$ cat src/rtl/seq_mult32_pkg.sv
// Shared definitions for the sequential 32x32 multiplier.
// Contents: FSM state encoding and the fixed iteration count.
package seq_mult32_pkg;

    typedef enum logic [1:0] {
        IDLE = 2'd0,
        BUSY = 2'd1,
        DONE = 2'd2
    } state_t;

    localparam int unsigned ITER_COUNT = 32;

endpackage

$ cat src/rtl/seq_mult32_if.sv
// Operand/result handshake bundle for seq_mult32.
//   in_valid/in_ready : operand handshake (a, b)
//   out_valid/out_ready : result handshake (product)
//   busy : iteration in progress
// The master modport is the requester; the slave modport is the multiplier.
interface seq_mult32_if;
    logic        in_valid;
    logic        in_ready;
    logic [31:0] a;
    logic [31:0] b;
    logic        out_valid;
    logic        out_ready;
    logic [63:0] product;
    logic        busy;

    modport master (
        output in_valid, a, b, out_ready,
        input  in_ready, out_valid, product, busy
    );

    modport slave (
        input  in_valid, a, b, out_ready,
        output in_ready, out_valid, product, busy
    );
endinterface

$ cat src/rtl/ripple_adder32.sv
// 32-bit ripple-carry adder built from a chain of full adders.
// Ports:
//   x, y : addends
//   cin  : carry in
//   s    : sum
//   cout : carry out of bit 31
module ripple_adder32 (
    input  logic [31:0] x,
    input  logic [31:0] y,
    input  logic        cin,
    output logic [31:0] s,
    output logic        cout
);

    logic [32:0] c;

    assign c[0] = cin;

    for (genvar i = 0; i < 32; i++) begin : g_fa
        assign s[i]   = x[i] ^ y[i] ^ c[i];
        assign c[i+1] = (x[i] & y[i]) | (c[i] & (x[i] ^ y[i]));
    end

    assign cout = c[32];

endmodule

$ cat src/rtl/seq_mult32.sv
// Sequential unsigned 32x32->64 shift-and-add multiplier.
// Retires one multiplier bit per clock through a single ripple_adder32.
// Ports:
//   clk   : clock, rising edge
//   rst_n : asynchronous active-low reset
//   bus   : seq_mult32_if slave (operand and result handshakes, busy)
module seq_mult32
    import seq_mult32_pkg::*;
(
    input logic           clk,
    input logic           rst_n,
    seq_mult32_if.slave   bus
);

    localparam logic [4:0] LAST_COUNT = 5'(ITER_COUNT - 1);

    state_t      state_q, state_d;
    logic [31:0] mcand_q, mcand_d;
    logic [63:0] acc_q, acc_d;
    logic [4:0]  count_q, count_d;

    logic [31:0] add_x, add_y, add_s;
    logic        add_cout;

    // Partial product is added into the upper half only; the lower half holds the
    // not-yet-consumed multiplier bits, which shift out as product bits shift in.
    assign add_x = acc_q[63:32];
    assign add_y = acc_q[0] ? mcand_q : 32'd0;

    ripple_adder32 u_adder (
        .x    (add_x),
        .y    (add_y),
        .cin  (1'b0),
        .s    (add_s),
        .cout (add_cout)
    );

    always_comb begin
        state_d = state_q;
        mcand_d = mcand_q;
        acc_d   = acc_q;
        count_d = count_q;
        unique case (state_q)
            IDLE: begin
                if (bus.in_valid) begin
                    state_d = BUSY;
                    mcand_d = bus.a;
                    acc_d   = {32'd0, bus.b};
                    count_d = 5'd0;
                end
            end
            BUSY: begin
                acc_d   = {add_cout, add_s, acc_q[31:1]};
                count_d = count_q + 5'd1;
                if (count_q == LAST_COUNT) begin
                    state_d = DONE;
                end
            end
            DONE: begin
                if (bus.out_ready) begin
                    state_d = IDLE;
                end
            end
            default: state_d = IDLE;
        endcase
    end

    always_ff @(posedge clk or negedge rst_n) begin
        if (!rst_n) begin
            state_q <= IDLE;
            mcand_q <= 32'd0;
            acc_q   <= 64'd0;
            count_q <= 5'd0;
        end else begin
            state_q <= state_d;
            mcand_q <= mcand_d;
            acc_q   <= acc_d;
            count_q <= count_d;
        end
    end

    assign bus.in_ready  = (state_q == IDLE);
    assign bus.busy      = (state_q == BUSY);
    assign bus.out_valid = (state_q == DONE);
    assign bus.product   = acc_q;

endmodule
$ cat src/flat_wrapper.sv
// flat-port wrapper written by rule: the top's interface ports become plain ports
module seq_mult32_flat import seq_mult32_pkg::*;
  (clk, rst_n, bus_in_valid, bus_a, bus_b, bus_out_ready, bus_in_ready, bus_out_valid, bus_product, bus_busy);
  seq_mult32_if bus_i ();
  input logic clk;
  input logic rst_n;
  input wire logic [$bits(bus_i.in_valid)-1:0] bus_in_valid;
  input wire logic [$bits(bus_i.a)-1:0] bus_a;
  input wire logic [$bits(bus_i.b)-1:0] bus_b;
  input wire logic [$bits(bus_i.out_ready)-1:0] bus_out_ready;
  output wire logic [$bits(bus_i.in_ready)-1:0] bus_in_ready;
  output wire logic [$bits(bus_i.out_valid)-1:0] bus_out_valid;
  output wire logic [$bits(bus_i.product)-1:0] bus_product;
  output wire logic [$bits(bus_i.busy)-1:0] bus_busy;
  assign bus_i.in_valid = bus_in_valid;
  assign bus_i.a = bus_a;
  assign bus_i.b = bus_b;
  assign bus_i.out_ready = bus_out_ready;
  assign bus_in_ready = bus_i.in_ready;
  assign bus_out_valid = bus_i.out_valid;
  assign bus_product = bus_i.product;
  assign bus_busy = bus_i.busy;
  seq_mult32 u_core (.clk(clk), .rst_n(rst_n), .bus(bus_i));
endmodule
$ cat config.mk
export PLATFORM = sky130hd
export DESIGN_NAME = seq_mult32_flat
export DESIGN_NICKNAME = d
export VERILOG_FILES = /design/src/rtl/seq_mult32_pkg.sv /design/src/rtl/seq_mult32_if.sv /design/src/rtl/ripple_adder32.sv /design/src/rtl/seq_mult32.sv /design/src/flat_wrapper.sv
export SDC_FILE = /design/constraint.sdc
export NUM_CORES = 1
export LEC_CHECK = 0
export ABC_CLOCK_PERIOD_IN_PS = 17670
export BUFFER_PORTS_ARGS = -buffer_cell sky130_fd_sc_hd__buf_2
export CORE_MARGIN = 8
export CORE_UTILIZATION = 53
export CTS_BUF_LIST = sky130_fd_sc_hd__clkbuf_16
export DETAILED_ROUTE_END_ITERATION = 16
export PLACE_DENSITY = 0.78
export SLEW_MARGIN = 10
export SYNTH_ARGS = -nofsm -noshare
export SYNTH_HDL_FRONTEND = slang
export SYNTH_SLANG_ARGS = --single-unit
$ cat constraint.sdc
create_clock -name clk -period 17.67 [get_ports clk]
set_input_delay 0 -clock clk [delete_from_list [all_inputs] [get_ports clk]]
set_output_delay 0 -clock clk [all_outputs]
set_load 0.01 [all_outputs]
==> metrics.txt <==
run status completed; Mapped Nets 556; Synth area leader dfrtp_1; share of layout cells above drive strength 1 30.20%; CP bufs+invs 4; Initial Util 53.93%; Via density 5.351; die area 0.01323 mm2; total setup buffers inserted after CTS 0; fmax 0.07392 GHz; antenna violations before repair 1; Synth Cell Area 0.005199 mm2; Worst Hold Depth 3; synth-to-layout area growth 30.61%; total CTS buffers 9; most frequent CP cell fa_1; RSZ-0062 raised after global routing no; WS Path Type register to register; top_reg_cell synth dfrtp_1; max_cap viols 0; top-area cell type share of the netlist area 49.58%; DR vias 4,136; drt total wl 13.00 mm; period utilization 76.56%; slew of the pin with the lowest slew margin 1.195 ns; dpl cells 692; CP max FO 34; # DRC 0; TritonRoute pass-1 iters 6; Area contributors post-synth dfrtp_1 50%, fa_1 12%, mux2_4 9.2%, nand2_1 7.2%, a22oi_1 4.6%; H-tree levels 3; clk buf depth 2; final hold viol count 0; Post-synth ARST share 100.0%; CTS tree done; Synth cell types 30; Stages on worst setup path 38; non-filler cells, final 773; vias in the first global route 4,433; Die W 115.0 um; Reg area 0.002577 mm2; Hold Path Class input pin to register; drt wl/cell 16.82 um; # hold bufs at CTS 64; Ys Warns 0; family with the most delay on the worst path adder cells; Seq/Total Area, Yosys 49.58%; post-route ant nets 0; Rows 36; # resized after CTS 0; worst rel slew slack 19.99%; Nets 736; 1st-iter DRT viols 436; Top-Level Pins 135; crit path DAT 13.69 ns; Total GRT Usage 20.52%; CTS Sinks 103; height of the die 115.0 um; most common cell after layout, fill and taps aside buf_2; Reg2Reg Depth 38; Final Max Tran Viols 0; Clock transition at path regs 0.07 ns; commonest cells after routing, fill and taps aside 133 x buf_2, 103 x dfrtp_1, 100 x nand2_1, 64 x dlygate4sd3_1, 35 x inv_1; Required @ worst endpoint 17.84 ns; DP HPWL 8.138 mm; Filler Cell Count 699; crit-path max cell delay 0.47 ns; Critical Path Sink Type register; Pleak 3.107 nW; crit start category register; Final Skew 0.009985 ns; Pwr Density 176.7 mW/mm2; Final Setup Violations 0; Multi-input gate area 0.002258 mm2; Avg Cell Area, Syn 11.45 um2; Slowest-stage cell, CP fa_1; GR Overflow Total 0; Syn Inst Count 454; Final min period 13.53 ns; #FFs+latches synth 103; clock root buffer clkbuf_16; EDFF count, synth 0; largest net degree at the start of global routing 72; routability cong. 0.7978; setup TNS 0 ns; Worst-Skew Late Latency 0.34 ns; # port buffers 134; Peak VDD IR 0.09308 mV; first-pass GRT wire length 21.66 mm; Placeable Area 0.009639 mm2
cell usage after synthesis, types with 2 or more instances:
master	count
a22o_1	2
a22oi_1	32
and2_1	2
buf_1	2
buf_12	3
buf_2	12
buf_4	2
buf_6	5
clkbuf_1	10
dfrtp_1	103
fa_1	31
ha_1	3
inv_1	35
mux2_4	32
nand2_1	100
nand3_1	2
nor2b_1	2
o21ai_0	21
o21ai_1	14
o22ai_1	31
per-stage QoR:
stage	utilization [%]	power [mW]	setup slack (ns)	area [um2]	hold slack, ns
4_1_cts	70.42	1.206	4.108	6788	0.007448
2_1_floorplan	-	0.8182	4.912	5199	-0.2956
3_5_place_dp	60.63	0.9900	4.225	5844	-0.04006
6_report	70.44	1.200	4.142	6790	0.02474
3_3_place_gp	60.63	0.9555	4.463	5844	-0.04078
5_1_grt	70.44	1.296	3.718	6790	0.06613
state kept, by name, indices dropped and copies added (netlist names):
name	cells
u_core.bus.product	64
u_core.count_q	5
u_core.state_q	2
u_core.mcand_q	32
kinds of logic after synthesis:
kind of cell               count (synthesis)  share of synthesized area (%)
DFF                                      103                          49.58
muxes                                     33                          9.458
buffers and inverters                     69                          7.076
AOI/OAI and AO/OA                        104                          12.73
and+or+nand+nor                          111                          8.496
adders and majority gates                 34                          12.66
layout make-up:
class / count / area share [%]
multi-input combinational: 282 / 33.26
clock inverter: 7 / 1.142
timing repair buffer: 203 / 19.90
tap: 133 / 2.451
inverter: 35 / 1.935
sequential: 103 / 37.96
antenna: 1 / 0.03685
clock buffer: 9 / 3.317
final timing paths:
path	start	end	slack, ns
setup / recovery	u_core.bus.product[0]	u_core.bus.product[62]	4.14
hold / removal	bus_b[0]	u_core.bus.product[0]	0.02
setup reg to reg	u_core.bus.product[0]	u_core.bus.product[62]	4.14
hold reg to reg	u_core.bus.product[22]	u_core.bus.product[22]	0.51
max in group asynchronous	rst_n	u_core.bus.product[61]	16.31
min in group asynchronous	rst_n	u_core.bus.product[30]	0.13
routing by layer:
layer | vias up | global-route usage (%) | share of wire, %
met2 | 167 | 33.59 | 50
met1 | 2053 | 25.67 | 41
met4 | 0 | 8.494 | 2.0
li1 | 1892 | - | -
met3 | 24 | 4.832 | 7.4
met5 | - | 0 | 0
where the power goes:
| part | internal [mW] | switching [mW] | total [mW] |
|---|---|---|---|
| clock | 0.111 | 0.0897 | 0.201 |
| sequential | 0.357 | 0.0854 | 0.443 |
| combinational | 0.270 | 0.285 | 0.556 |
| total | 0.739 | 0.460 | 1.20 |
worst min-delay path, cell delays in order:
cell and delay, ns:
buf_2 0.09, a22oi_1 0.08, o21ai_0 0.15
No activity file was read; power rests on OpenSTA's default activity.
